**config.mk**
```make
export PLATFORM = sky130hd
export DESIGN_NAME = seq_chunk_adder_flat
export DESIGN_NICKNAME = d
export VERILOG_FILES = /design/src/rtl/seq_chunk_adder_if.sv /design/src/rtl/seq_chunk_adder.sv /design/src/flat_wrapper.sv
export SDC_FILE = /design/constraint.sdc
export NUM_CORES = 1
export LEC_CHECK = 0
export ABC_CLOCK_PERIOD_IN_PS = 5900
export CORE_MARGIN = 2
export CORE_UTILIZATION = 40
export CTS_CLUSTER_SIZE = 28
export DETAILED_ROUTE_END_ITERATION = 10
export GPL_TIMING_DRIVEN = 0
export RECOVER_POWER = 25
export SLEW_MARGIN = 40
export SYNTH_ARGS = -nofsm -noshare
export SYNTH_HDL_FRONTEND = slang
export SYNTH_SLANG_ARGS = --single-unit
```
**constraint.sdc**
```tcl
create_clock -name clk -period 5.9 [get_ports clk]
set_input_delay 1.18 -clock clk [delete_from_list [all_inputs] [get_ports clk]]
set_output_delay 1.18 -clock clk [all_outputs]
set_load 0.005 [all_outputs]
```
**src/rtl/seq_chunk_adder_if.sv**
```systemverilog
// Handshake and operand/result bundle for seq_chunk_adder.
interface seq_chunk_adder_if #(
   parameter int WIDTH = 16
);
   logic             start;
   logic [WIDTH-1:0] A;
   logic [WIDTH-1:0] B;
   logic             Cin;
   logic             sub;
   logic             busy;
   logic             done;
   logic [WIDTH-1:0] Sum;
   logic             Cout;
   logic             Ovf;

   // Controller side: issues requests, observes status and results.
   modport master (
      output start, A, B, Cin, sub,
      input  busy, done, Sum, Cout, Ovf
   );

   // Adder side.
   modport slave (
      input  start, A, B, Cin, sub,
      output busy, done, Sum, Cout, Ovf
   );
endinterface

```
**src/rtl/seq_chunk_adder.sv**
```systemverilog
// Multi-cycle WIDTH-bit add/subtract built from one CHUNK-bit ripple slice,
// carry registered between chunks, start/busy/done handshake.
module seq_chunk_adder #(
   parameter int WIDTH = 16,
   parameter int CHUNK = 4
) (
   input logic               clk,
   input logic               rst,
   seq_chunk_adder_if.slave  bus
);
   localparam int NCHUNK = WIDTH / CHUNK;
   localparam int CW     = (NCHUNK > 1) ? $clog2(NCHUNK) : 1;

   typedef enum logic [1:0] {S_IDLE, S_RUN, S_DONE} state_t;

   state_t           state_q, state_d;
   logic [CW-1:0]    cnt_q;
   logic             carry_q;
   logic [WIDTH-1:0] a_q, b_q;     // b_q holds the effective (possibly inverted) B
   logic [WIDTH-1:0] acc_q, acc_nxt;
   logic [WIDTH-1:0] sum_q;
   logic             cout_q, ovf_q;

   logic             load, last;
   logic [CHUNK-1:0] a_ch, b_ch, ps;
   logic             cout_ch;
   int unsigned      base;

   // Chunk slice: select the current chunk, ripple-add it, and merge into the accumulator.
   always_comb begin
      base    = int'(cnt_q) * CHUNK;
      a_ch    = a_q[base +: CHUNK];
      b_ch    = b_q[base +: CHUNK];
      {cout_ch, ps} = {1'b0, a_ch} + {1'b0, b_ch} + (CHUNK + 1)'(carry_q);
      acc_nxt = acc_q;
      acc_nxt[base +: CHUNK] = ps;
      last    = (cnt_q == CW'(NCHUNK - 1));
   end

   // State register.
   always_ff @(posedge clk or posedge rst) begin
      if (rst) state_q <= S_IDLE;
      else     state_q <= state_d;
   end

   // Next-state logic and handshake outputs.
   always_comb begin
      state_d  = state_q;
      load     = 1'b0;
      bus.busy = 1'b0;
      bus.done = 1'b0;
      case (state_q)
         S_IDLE: begin
            if (bus.start) begin
               load    = 1'b1;
               state_d = S_RUN;
            end
         end
         S_RUN: begin
            bus.busy = 1'b1;
            if (last) state_d = S_DONE;
         end
         S_DONE: begin
            bus.done = 1'b1;
            if (bus.start) begin
               load    = 1'b1;
               state_d = S_RUN;
            end else begin
               state_d = S_IDLE;
            end
         end
         default: state_d = S_IDLE;
      endcase
   end

   // Operand capture, per-chunk accumulation, and result load on the final chunk.
   always_ff @(posedge clk or posedge rst) begin
      if (rst) begin
         cnt_q   <= '0;
         carry_q <= 1'b0;
         a_q     <= '0;
         b_q     <= '0;
         acc_q   <= '0;
         sum_q   <= '0;
         cout_q  <= 1'b0;
         ovf_q   <= 1'b0;
      end else if (load) begin
         a_q     <= bus.A;
         b_q     <= bus.sub ? ~bus.B : bus.B;
         carry_q <= bus.sub ? 1'b1 : bus.Cin;
         cnt_q   <= '0;
      end else if (state_q == S_RUN) begin
         acc_q   <= acc_nxt;
         carry_q <= cout_ch;
         cnt_q   <= cnt_q + CW'(1);
         if (last) begin
            sum_q  <= acc_nxt;
            cout_q <= cout_ch;
            ovf_q  <= (a_q[WIDTH-1] == b_q[WIDTH-1]) && (acc_nxt[WIDTH-1] != a_q[WIDTH-1]);
         end
      end
   end

   assign bus.Sum  = sum_q;
   assign bus.Cout = cout_q;
   assign bus.Ovf  = ovf_q;
endmodule

```
**src/flat_wrapper.sv**
```systemverilog
// flat-port wrapper written by rule: the top's interface ports become plain ports
module seq_chunk_adder_flat 
#(
   parameter int WIDTH = 16,
   parameter int CHUNK = 4
)
  (clk, rst, bus_start, bus_A, bus_B, bus_Cin, bus_sub, bus_busy, bus_done, bus_Sum, bus_Cout, bus_Ovf);
  seq_chunk_adder_if #(.WIDTH(WIDTH)) bus_i ();
  input logic clk;
  input logic rst;
  input wire logic [$bits(bus_i.start)-1:0] bus_start;
  input wire logic [$bits(bus_i.A)-1:0] bus_A;
  input wire logic [$bits(bus_i.B)-1:0] bus_B;
  input wire logic [$bits(bus_i.Cin)-1:0] bus_Cin;
  input wire logic [$bits(bus_i.sub)-1:0] bus_sub;
  output wire logic [$bits(bus_i.busy)-1:0] bus_busy;
  output wire logic [$bits(bus_i.done)-1:0] bus_done;
  output wire logic [$bits(bus_i.Sum)-1:0] bus_Sum;
  output wire logic [$bits(bus_i.Cout)-1:0] bus_Cout;
  output wire logic [$bits(bus_i.Ovf)-1:0] bus_Ovf;
  assign bus_i.start = bus_start;
  assign bus_i.A = bus_A;
  assign bus_i.B = bus_B;
  assign bus_i.Cin = bus_Cin;
  assign bus_i.sub = bus_sub;
  assign bus_busy = bus_i.busy;
  assign bus_done = bus_i.done;
  assign bus_Sum = bus_i.Sum;
  assign bus_Cout = bus_i.Cout;
  assign bus_Ovf = bus_i.Ovf;
  seq_chunk_adder #(.WIDTH(WIDTH), .CHUNK(CHUNK)) u_core (.clk(clk), .rst(rst), .bus(bus_i));
endmodule
```
==> metrics.txt, run 1 <==
# TYPE chip_impl_metric gauge
chip_impl_metric{name="final.period_utilization",unit="%"} 55.5
chip_impl_metric{name="design.core.area",unit="um^2"} 8300
chip_impl_metric{name="chipWidth",unit="um"} 96.8
chip_impl_metric{name="worst_setup_hold_path_clk_slew",unit="ns"} 0.07
chip_impl_metric{name="finalHoldViolations",unit=""} 0
chip_impl_metric{name="max_cap_viol_count",unit=""} 0
chip_impl_metric{name="routed_via_density",unit=""} 5.17
chip_impl_metric{name="cts-hold-fix-buffers",unit=""} 0
chip_impl_metric{name="power.density",unit="nW/um^2"} 574
chip_impl_metric{name="required",unit="ns"} 4.72
chip_impl_metric{name="fin_worst_hold_slack",unit="ns"} 0.474
chip_impl_metric{name="timing_worst_slew_pin_value",unit="ns"} 1.41
chip_impl_metric{name="cts_buffers",unit=""} 9
chip_impl_metric{name="synth.cell_area",unit="um^2"} 3450
chip_impl_metric{name="placement_rows",unit=""} 33
chip_impl_metric{name="synth.ff_latch_count",unit=""} 71
chip_impl_metric{name="global_route.usage.total",unit="%"} 16.5
chip_impl_info{name="critical_path.startpoint_type",value="register"} 1
chip_impl_metric{name="finish.net_count",unit=""} 419
chip_impl_metric{name="initial_drt_pass_iterations",unit=""} 4
chip_impl_metric{name="post_route_wl",unit="um"} 7350
chip_impl_metric{name="n_antenna_cell",unit=""} 0
chip_impl_metric{name="number_of_instances_in_the_synthesized_netlist",unit=""} 304
chip_impl_metric{name="p_leak",unit="uW"} 0.00185
chip_impl_info{name="cts_tree",value="built"} 1
chip_impl_metric{name="clock_insertion_delay_worst_skew",unit="ns"} 0.35
chip_impl_info{name="final_cell_mix",value="dfrtp_1, clkdlybuf4s50_1, nand2_1"} 1
chip_impl_metric{name="final_cells",unit=""} 480
chip_impl_metric{name="port_buffers",unit=""} 55
chip_impl_metric{name="final_max_slew_viol_count",unit=""} 0
chip_impl_metric{name="worst-r2r-cell-count",unit=""} 9
chip_impl_metric{name="place_hpwl",unit="um"} 5520
chip_impl_metric{name="setup_violations",unit=""} 0
chip_impl_metric{name="r2r_slack",unit="ns"} 2.82
chip_impl_metric{name="num-fill-cells",unit=""} 746
chip_impl_metric{name="setup_total_negative_slack",unit="ns"} 0
chip_impl_metric{name="cts-htree-levels",unit=""} 3
chip_impl_metric{name="placed_cells",unit=""} 465
chip_impl_info{name="critPathLaunch",value="u_core.state_q[1]"} 1
chip_impl_info{name="main_flop_type_after_synthesis",value="dfrtp_1"} 1
chip_impl_info{name="r2r_start",value="u_core.cnt_q[0]"} 1
chip_impl_metric{name="final.min_clock_period",unit="ns"} 3.27
chip_impl_metric{name="worst_clock_skew",unit="ns"} 0.0119
chip_impl_metric{name="initial_utilization",unit="%"} 41.5
chip_impl_metric{name="clock_sink_count",unit=""} 71
chip_impl_info{name="layout_commonest_cell",value="dfrtp_1"} 1
chip_impl_metric{name="crit_fanout",unit=""} 10
chip_impl_metric{name="synth.yosys.seq_area_share",unit="%"} 51.6
chip_impl_metric{name="grt_pass1_vias",unit=""} 2481
chip_impl_metric{name="post_synth_edffs",unit=""} 0
chip_impl_metric{name="postRouteAntennaNets",unit=""} 0
chip_impl_metric{name="wl_per_cell",unit="um"} 15.3
chip_impl_metric{name="clock_tree.buffer_depth",unit=""} 2
chip_impl_info{name="worst_setup_path_end_kind",value="output port"} 1
chip_impl_metric{name="die-area",unit="um^2"} 9370
chip_impl_metric{name="timing.max_slew.rel_slack",unit="%"} 5.46
chip_impl_metric{name="grt_first_pass_wirelength",unit="um"} 12400
chip_impl_metric{name="worst_path_largest_cell_delay",unit="ns"} 0.54
chip_impl_metric{name="drt_first_iter_violations",unit=""} 107
chip_impl_metric{name="io_pins",unit=""} 57
chip_impl_metric{name="netlist_cell_types",unit=""} 41
chip_impl_metric{name="synth_area_per_cell",unit="um^2"} 11.3
chip_impl_metric{name="grt_remaining_overflow",unit=""} 0
chip_impl_metric{name="share_of_final_layout_standard_cells_stronger_than_drive_strength_1",unit="%"} 15.5
chip_impl_metric{name="place_congestion",unit=""} 0.841
chip_impl_info{name="outcome",value="completed"} 1
chip_impl_info{name="rsz0062_at_grt",value="no"} 1
chip_impl_info{name="crit_chain",value="nand2b_1 -> clkbuf_1 -> inv_1 -> buf_2 -> clkdlybuf4s50_1"} 1
chip_impl_info{name="timing.hold.worst.class",value="reg -> reg"} 1
chip_impl_info{name="timing.rr.end",value="u_core.acc_q[14]"} 1
chip_impl_metric{name="drc",unit=""} 0
chip_impl_metric{name="post_cts.repair.setup_buffers",unit=""} 0
chip_impl_metric{name="number_of_antenna_violations_at_the_first_check_in_global_routing",unit=""} 0
chip_impl_metric{name="timing.fmax",unit="MHz"} 305
chip_impl_metric{name="worst_ir_drop_vdd",unit="V"} 0.000276
chip_impl_metric{name="chipHeight",unit="um"} 96.8
chip_impl_metric{name="ys_warn_count",unit=""} 0
chip_impl_info{name="clock_tree.root_cell",value="clkbuf_8"} 1
chip_impl_metric{name="synth.net_count",unit=""} 352
chip_impl_metric{name="routed-via-count",unit=""} 2480
chip_impl_metric{name="grt_start_max_net_pins",unit=""} 42
chip_impl_metric{name="cp_data_arrival_time",unit="ns"} 2.09
chip_impl_metric{name="synth-async-reset-ratio",unit="%"} 100
chip_impl_info{name="crit_path_end",value="bus_busy"} 1
chip_impl_metric{name="layout-area-overhead-vs-synth",unit="%"} 27.6
chip_impl_metric{name="cts.repair.resized",unit=""} 0
chip_impl_info{name="cp_slowest_cell",value="clkdlybuf4s50_1"} 1
chip_impl_info{name="worstSetupPathType",value="reg -> out"} 1
[flip-flops by register name (all words and copies together) (netlist names)]
| register | count |
|---|---|
| u_core.bus.Cout | 1 |
| u_core.b_q | 16 |
| u_core.bus.Sum | 16 |
| u_core.carry_q | 1 |
| u_core.acc_q | 16 |
| u_core.state_q | 2 |
| u_core.bus.Ovf | 1 |
| u_core.a_q | 16 |
| u_core.cnt_q | 2 |
[worst max-delay path, delay by kind of cell, from the launching register on]
family	cells	cell delay [ns]
simple gates	1	0.14
buf+inv	4	1.24
flops	1	0.37
[cell type report]
class / instances / area, um^2 / area share, %
Sequential cell: 71 / 1780 / 40.4
Clock inverter: 5 / 106 / 2.42
Buffer: 18 / 86.3 / 1.96
Tap cell: 105 / 131 / 2.99
Timing Repair Buffer: 56 / 571 / 13.0
Clock buffer: 10 / 138 / 3.13
Multi-Input combinational cell: 203 / 1540 / 35.1
Inverter: 12 / 46.3 / 1.05
[layer usage]
metal	vias to the layer above	global-route usage [%]	share of wire, %
met2	59	26.4	48
met1	1217	22.0	46
li1	1199	-	-
met4	0	4.23	0.64
met5	-	0	0
met3	5	4.99	4.5
[report_power, final]
part / switching [uW] / internal, uW / leakage (uW)
Sequential: 111 / 692 / 0.000904
Combinational: 695 / 559 / 0.000830
Clock: 179 / 291 / 0.000119
[cell families after synthesis]
kind of cell               synth area share (%)
DFF                                        51.6
muxes                                      10.5
xor gates and xnor gates                   4.32
buffers and inverters                      3.85
adders and majority gates                  4.43
and+or+nand+nor                            11.7
AOI/OAI and AO/OA                          13.7
[stage by stage]
stage	util, %	area (um^2)	power, uW	setup WS, ns
after floorplan	-	3450	1650	2.92
after detailed placement	50.0	4150	2080	2.82
after CTS	53.0	4400	2550	2.68
after global routing	53.0	4400	2720	2.47
after global placement	49.7	4130	2050	1.63
final	53.0	4400	2530	2.63
[Yosys cell counts, drive strengths merged (2+ instances only)]
library cell	n	area [um^2]
ha	9	113
a31oi	2	12.5
fa	2	40.0
mux4	8	180
buf	12	65.1
nor3b	3	22.5
nand2	41	154
nand2b	2	12.5
nor3	3	15.0
xnor2	17	149
o22a	3	26.3
dfrtp	71	1780
clkbuf	6	22.5
a21oi	10	50.1
inv	11	41.3
a22o	8	72.6
a32o	7	70.1
a22oi	3	22.5
nand3	3	15.0
o21ai	36	180
nor2b	12	75.1
nor2	4	15.0
mux2	16	180
[worst min-delay path by stage]
stage / startpoint / endpoint / depth (start not counted)
floorplan: u_core.acc_q[15] / u_core.acc_q[15] / 2
global placement: u_core.acc_q[15] / u_core.acc_q[15] / 2
detailed placement: u_core.b_q[14] / u_core.b_q[14] / 2
CTS: u_core.b_q[14] / u_core.b_q[14] / 2
global route: u_core.bus.Sum[4] / u_core.bus.Sum[4] / 2
finish: u_core.b_q[14] / u_core.b_q[14] / 2
Power figures use the tool's default switching activity.
==> run 2, diff against run 1 <==
- ABC_CLOCK_PERIOD_IN_PS: 5900 -> 3400
- clock period: 5.9 -> 3.4 ns (I/O delays scaled with it)
==> metrics.txt, run 2 (synthesized netlist as in run 1, its figures left out) <==
# TYPE chip_impl_metric gauge
chip_impl_info{name="outcome",value="completed"} 1
chip_impl_metric{name="finalHoldViolations",unit=""} 0
chip_impl_metric{name="drt_first_iter_violations",unit=""} 107
chip_impl_metric{name="setup_violations",unit=""} 0
chip_impl_metric{name="p_leak",unit="uW"} 0.00185
chip_impl_metric{name="max_cap_viol_count",unit=""} 0
chip_impl_metric{name="global_route.usage.total",unit="%"} 16.5
chip_impl_metric{name="die-area",unit="um^2"} 9370
chip_impl_metric{name="final.period_utilization",unit="%"} 90.6
chip_impl_metric{name="placement_rows",unit=""} 33
chip_impl_metric{name="fin_worst_hold_slack",unit="ns"} 0.474
chip_impl_info{name="clock_tree.root_cell",value="clkbuf_8"} 1
chip_impl_metric{name="required",unit="ns"} 3.68
chip_impl_metric{name="initial_drt_pass_iterations",unit=""} 4
chip_impl_info{name="timing.rr.end",value="u_core.acc_q[14]"} 1
chip_impl_info{name="timing.hold.worst.class",value="reg -> reg"} 1
chip_impl_metric{name="crit_fanout",unit=""} 10
chip_impl_metric{name="worst-r2r-cell-count",unit=""} 9
chip_impl_info{name="critPathLaunch",value="u_core.cnt_q[0]"} 1
chip_impl_metric{name="drc",unit=""} 0
chip_impl_metric{name="cts-htree-levels",unit=""} 3
chip_impl_metric{name="placed_area",unit="um^2"} 4150
chip_impl_metric{name="cts-hold-fix-buffers",unit=""} 0
chip_impl_info{name="crit_path_end",value="u_core.acc_q[14]"} 1
chip_impl_metric{name="initial_utilization",unit="%"} 41.5
chip_impl_metric{name="chipWidth",unit="um"} 96.8
chip_impl_metric{name="cp_data_arrival_time",unit="ns"} 3.36
chip_impl_metric{name="timing.max_slew.rel_slack",unit="%"} 9.74
chip_impl_metric{name="clock_insertion_delay_worst_skew",unit="ns"} 0.35
chip_impl_metric{name="cts_buffers",unit=""} 9
chip_impl_metric{name="place_congestion",unit=""} 0.841
chip_impl_metric{name="design.core.area",unit="um^2"} 8300
chip_impl_metric{name="worst_clock_skew",unit="ns"} 0.0119
chip_impl_metric{name="port_buffers",unit=""} 55
chip_impl_metric{name="grt_start_max_net_pins",unit=""} 42
chip_impl_info{name="rsz0062_at_grt",value="no"} 1
chip_impl_metric{name="final_area",unit="um^2"} 4380
chip_impl_metric{name="layout-area-overhead-vs-synth",unit="%"} 27.2
chip_impl_metric{name="number_of_antenna_violations_at_the_first_check_in_global_routing",unit=""} 0
chip_impl_info{name="worstSetupPathType",value="reg -> reg"} 1
chip_impl_metric{name="grt_pass1_vias",unit=""} 2481
chip_impl_metric{name="setup_total_negative_slack",unit="ns"} 0
chip_impl_metric{name="final_max_slew_viol_count",unit=""} 0
chip_impl_metric{name="grt_remaining_overflow",unit=""} 0
chip_impl_metric{name="n_antenna_cell",unit=""} 0
chip_impl_metric{name="io_pins",unit=""} 57
chip_impl_metric{name="place_hpwl",unit="um"} 5520
chip_impl_metric{name="share_of_final_layout_standard_cells_stronger_than_drive_strength_1",unit="%"} 15.7
chip_impl_info{name="layout_commonest_cell",value="dfrtp_1"} 1
chip_impl_metric{name="worst_setup_hold_path_clk_slew",unit="ns"} 0.07
chip_impl_info{name="worst_setup_path_end_kind",value="register"} 1
chip_impl_metric{name="postRouteAntennaNets",unit=""} 0
chip_impl_metric{name="chipHeight",unit="um"} 96.8
chip_impl_metric{name="timing.fmax",unit="MHz"} 325
chip_impl_info{name="final_cell_mix",value="dfrtp_1, clkdlybuf4s50_1, nand2_1"} 1
chip_impl_metric{name="grt_first_pass_wirelength",unit="um"} 12400
chip_impl_metric{name="cts.repair.resized",unit=""} 0
chip_impl_metric{name="worst_ir_drop_vdd",unit="V"} 0.000479
chip_impl_metric{name="final.min_clock_period",unit="ns"} 3.08
chip_impl_metric{name="post_cts.repair.setup_buffers",unit=""} 0
chip_impl_info{name="cts_tree",value="built"} 1
chip_impl_metric{name="final_core_util",unit="%"} 52.8
chip_impl_metric{name="post_route_wl",unit="um"} 7350
chip_impl_metric{name="routed-via-count",unit=""} 2479
chip_impl_metric{name="power.density",unit="nW/um^2"} 1000
chip_impl_metric{name="clock_tree.buffer_depth",unit=""} 2
chip_impl_info{name="critical_path.startpoint_type",value="register"} 1
chip_impl_metric{name="r2r_slack",unit="ns"} 0.32
chip_impl_metric{name="routed_via_density",unit=""} 5.16
chip_impl_metric{name="wl_per_cell",unit="um"} 15.3
chip_impl_info{name="r2r_start",value="u_core.cnt_q[0]"} 1
chip_impl_metric{name="clock_sink_count",unit=""} 71
chip_impl_metric{name="finish.net_count",unit=""} 419
chip_impl_metric{name="timing_worst_slew_pin_value",unit="ns"} 1.35
-- run 2: cell counts in the layout (fill, tap and decap cells not counted) --
Identical to the previous run, type by type.
-- run 2: layer usage --
metal	part of all wire [%]	global-route usage (%)	vias up
met4	0.64	4.23	0
met1	46	22.0	1214
met2	48	26.4	61
met3	4.7	4.99	5
li1	-	-	1199
met5	0	0	-
-- run 2: area by class of cell --
| type | instances | area (um^2) |
|---|---|---|
| fill | 747 | 3920 |
| sequential | 71 | 1780 |
| multi-input combinational | 203 | 1540 |
| timing repair buffer | 56 | 556 |
| clock buffer | 10 | 138 |
| tap | 105 | 131 |
| clock inverter | 5 | 106 |
| buffer | 18 | 87.6 |
| inverter | 12 | 46.3 |
-- run 2: per-stage QoR --
stage               power (uW)  worst slack [ns]  instances
finish                    4380             0.320        480
global route              4720             0.124        480
CTS                       4420             0.293        480
detailed placement        3600             0.321        465
global placement          3560            -0.374        464
floorplan                 2860             0.767        304
-- run 2: report_power, final --
| part | switching [uW] | leakage [uW] | total (uW) | internal [uW] |
|---|---|---|---|---|
| registers | 192 | 0.000904 | 1390 | 1200 |
| clock network | 310 | 0.000119 | 814 | 504 |
| logic | 1210 | 0.000828 | 2180 | 971 |
| total | 1710 | 0.00185 | 4380 | 2680 |
-- run 2: worst min path at each step --
stage                            startpoint           endpoint  cells past startpoint
after floorplan            u_core.acc_q[15]   u_core.acc_q[15]                      2
after global placement     u_core.acc_q[15]   u_core.acc_q[15]                      2
after detailed placement     u_core.b_q[14]     u_core.b_q[14]                      2
after CTS                    u_core.b_q[14]     u_core.b_q[14]                      2
after global routing      u_core.bus.Sum[4]  u_core.bus.Sum[4]                      2
final                        u_core.b_q[14]     u_core.b_q[14]                      2
-- run 2: critical path, cell delays in order, from the launching register on --
cell and delay (ns):
dfrtp_1 0.43, buf_6 0.16, buf_2 0.31, mux4_2 0.59
fa_1 0.43, inv_1 0.08, fa_1 0.20, xnor2_1 0.29
and2_1 0.33, a22o_2 0.18
==> run 3, diff against run 2 <==
- ABC_CLOCK_PERIOD_IN_PS: 3400 -> 3600
- clock period: 3.4 -> 3.6 ns (I/O delays scaled with it)
==> results of run 3 <==
The final DEF is identical to that of run 2. Status: completed.
Among the figures that moved: setup slack after placement 0.321 ns -> 0.521 ns; setup slack after layout 0.320 ns -> 0.520 ns; register-to-register setup slack 0.32 ns -> 0.52 ns; total power 4380 uW -> 4140 uW; worst IR drop on VDD 0.000479 V -> 0.000452 V
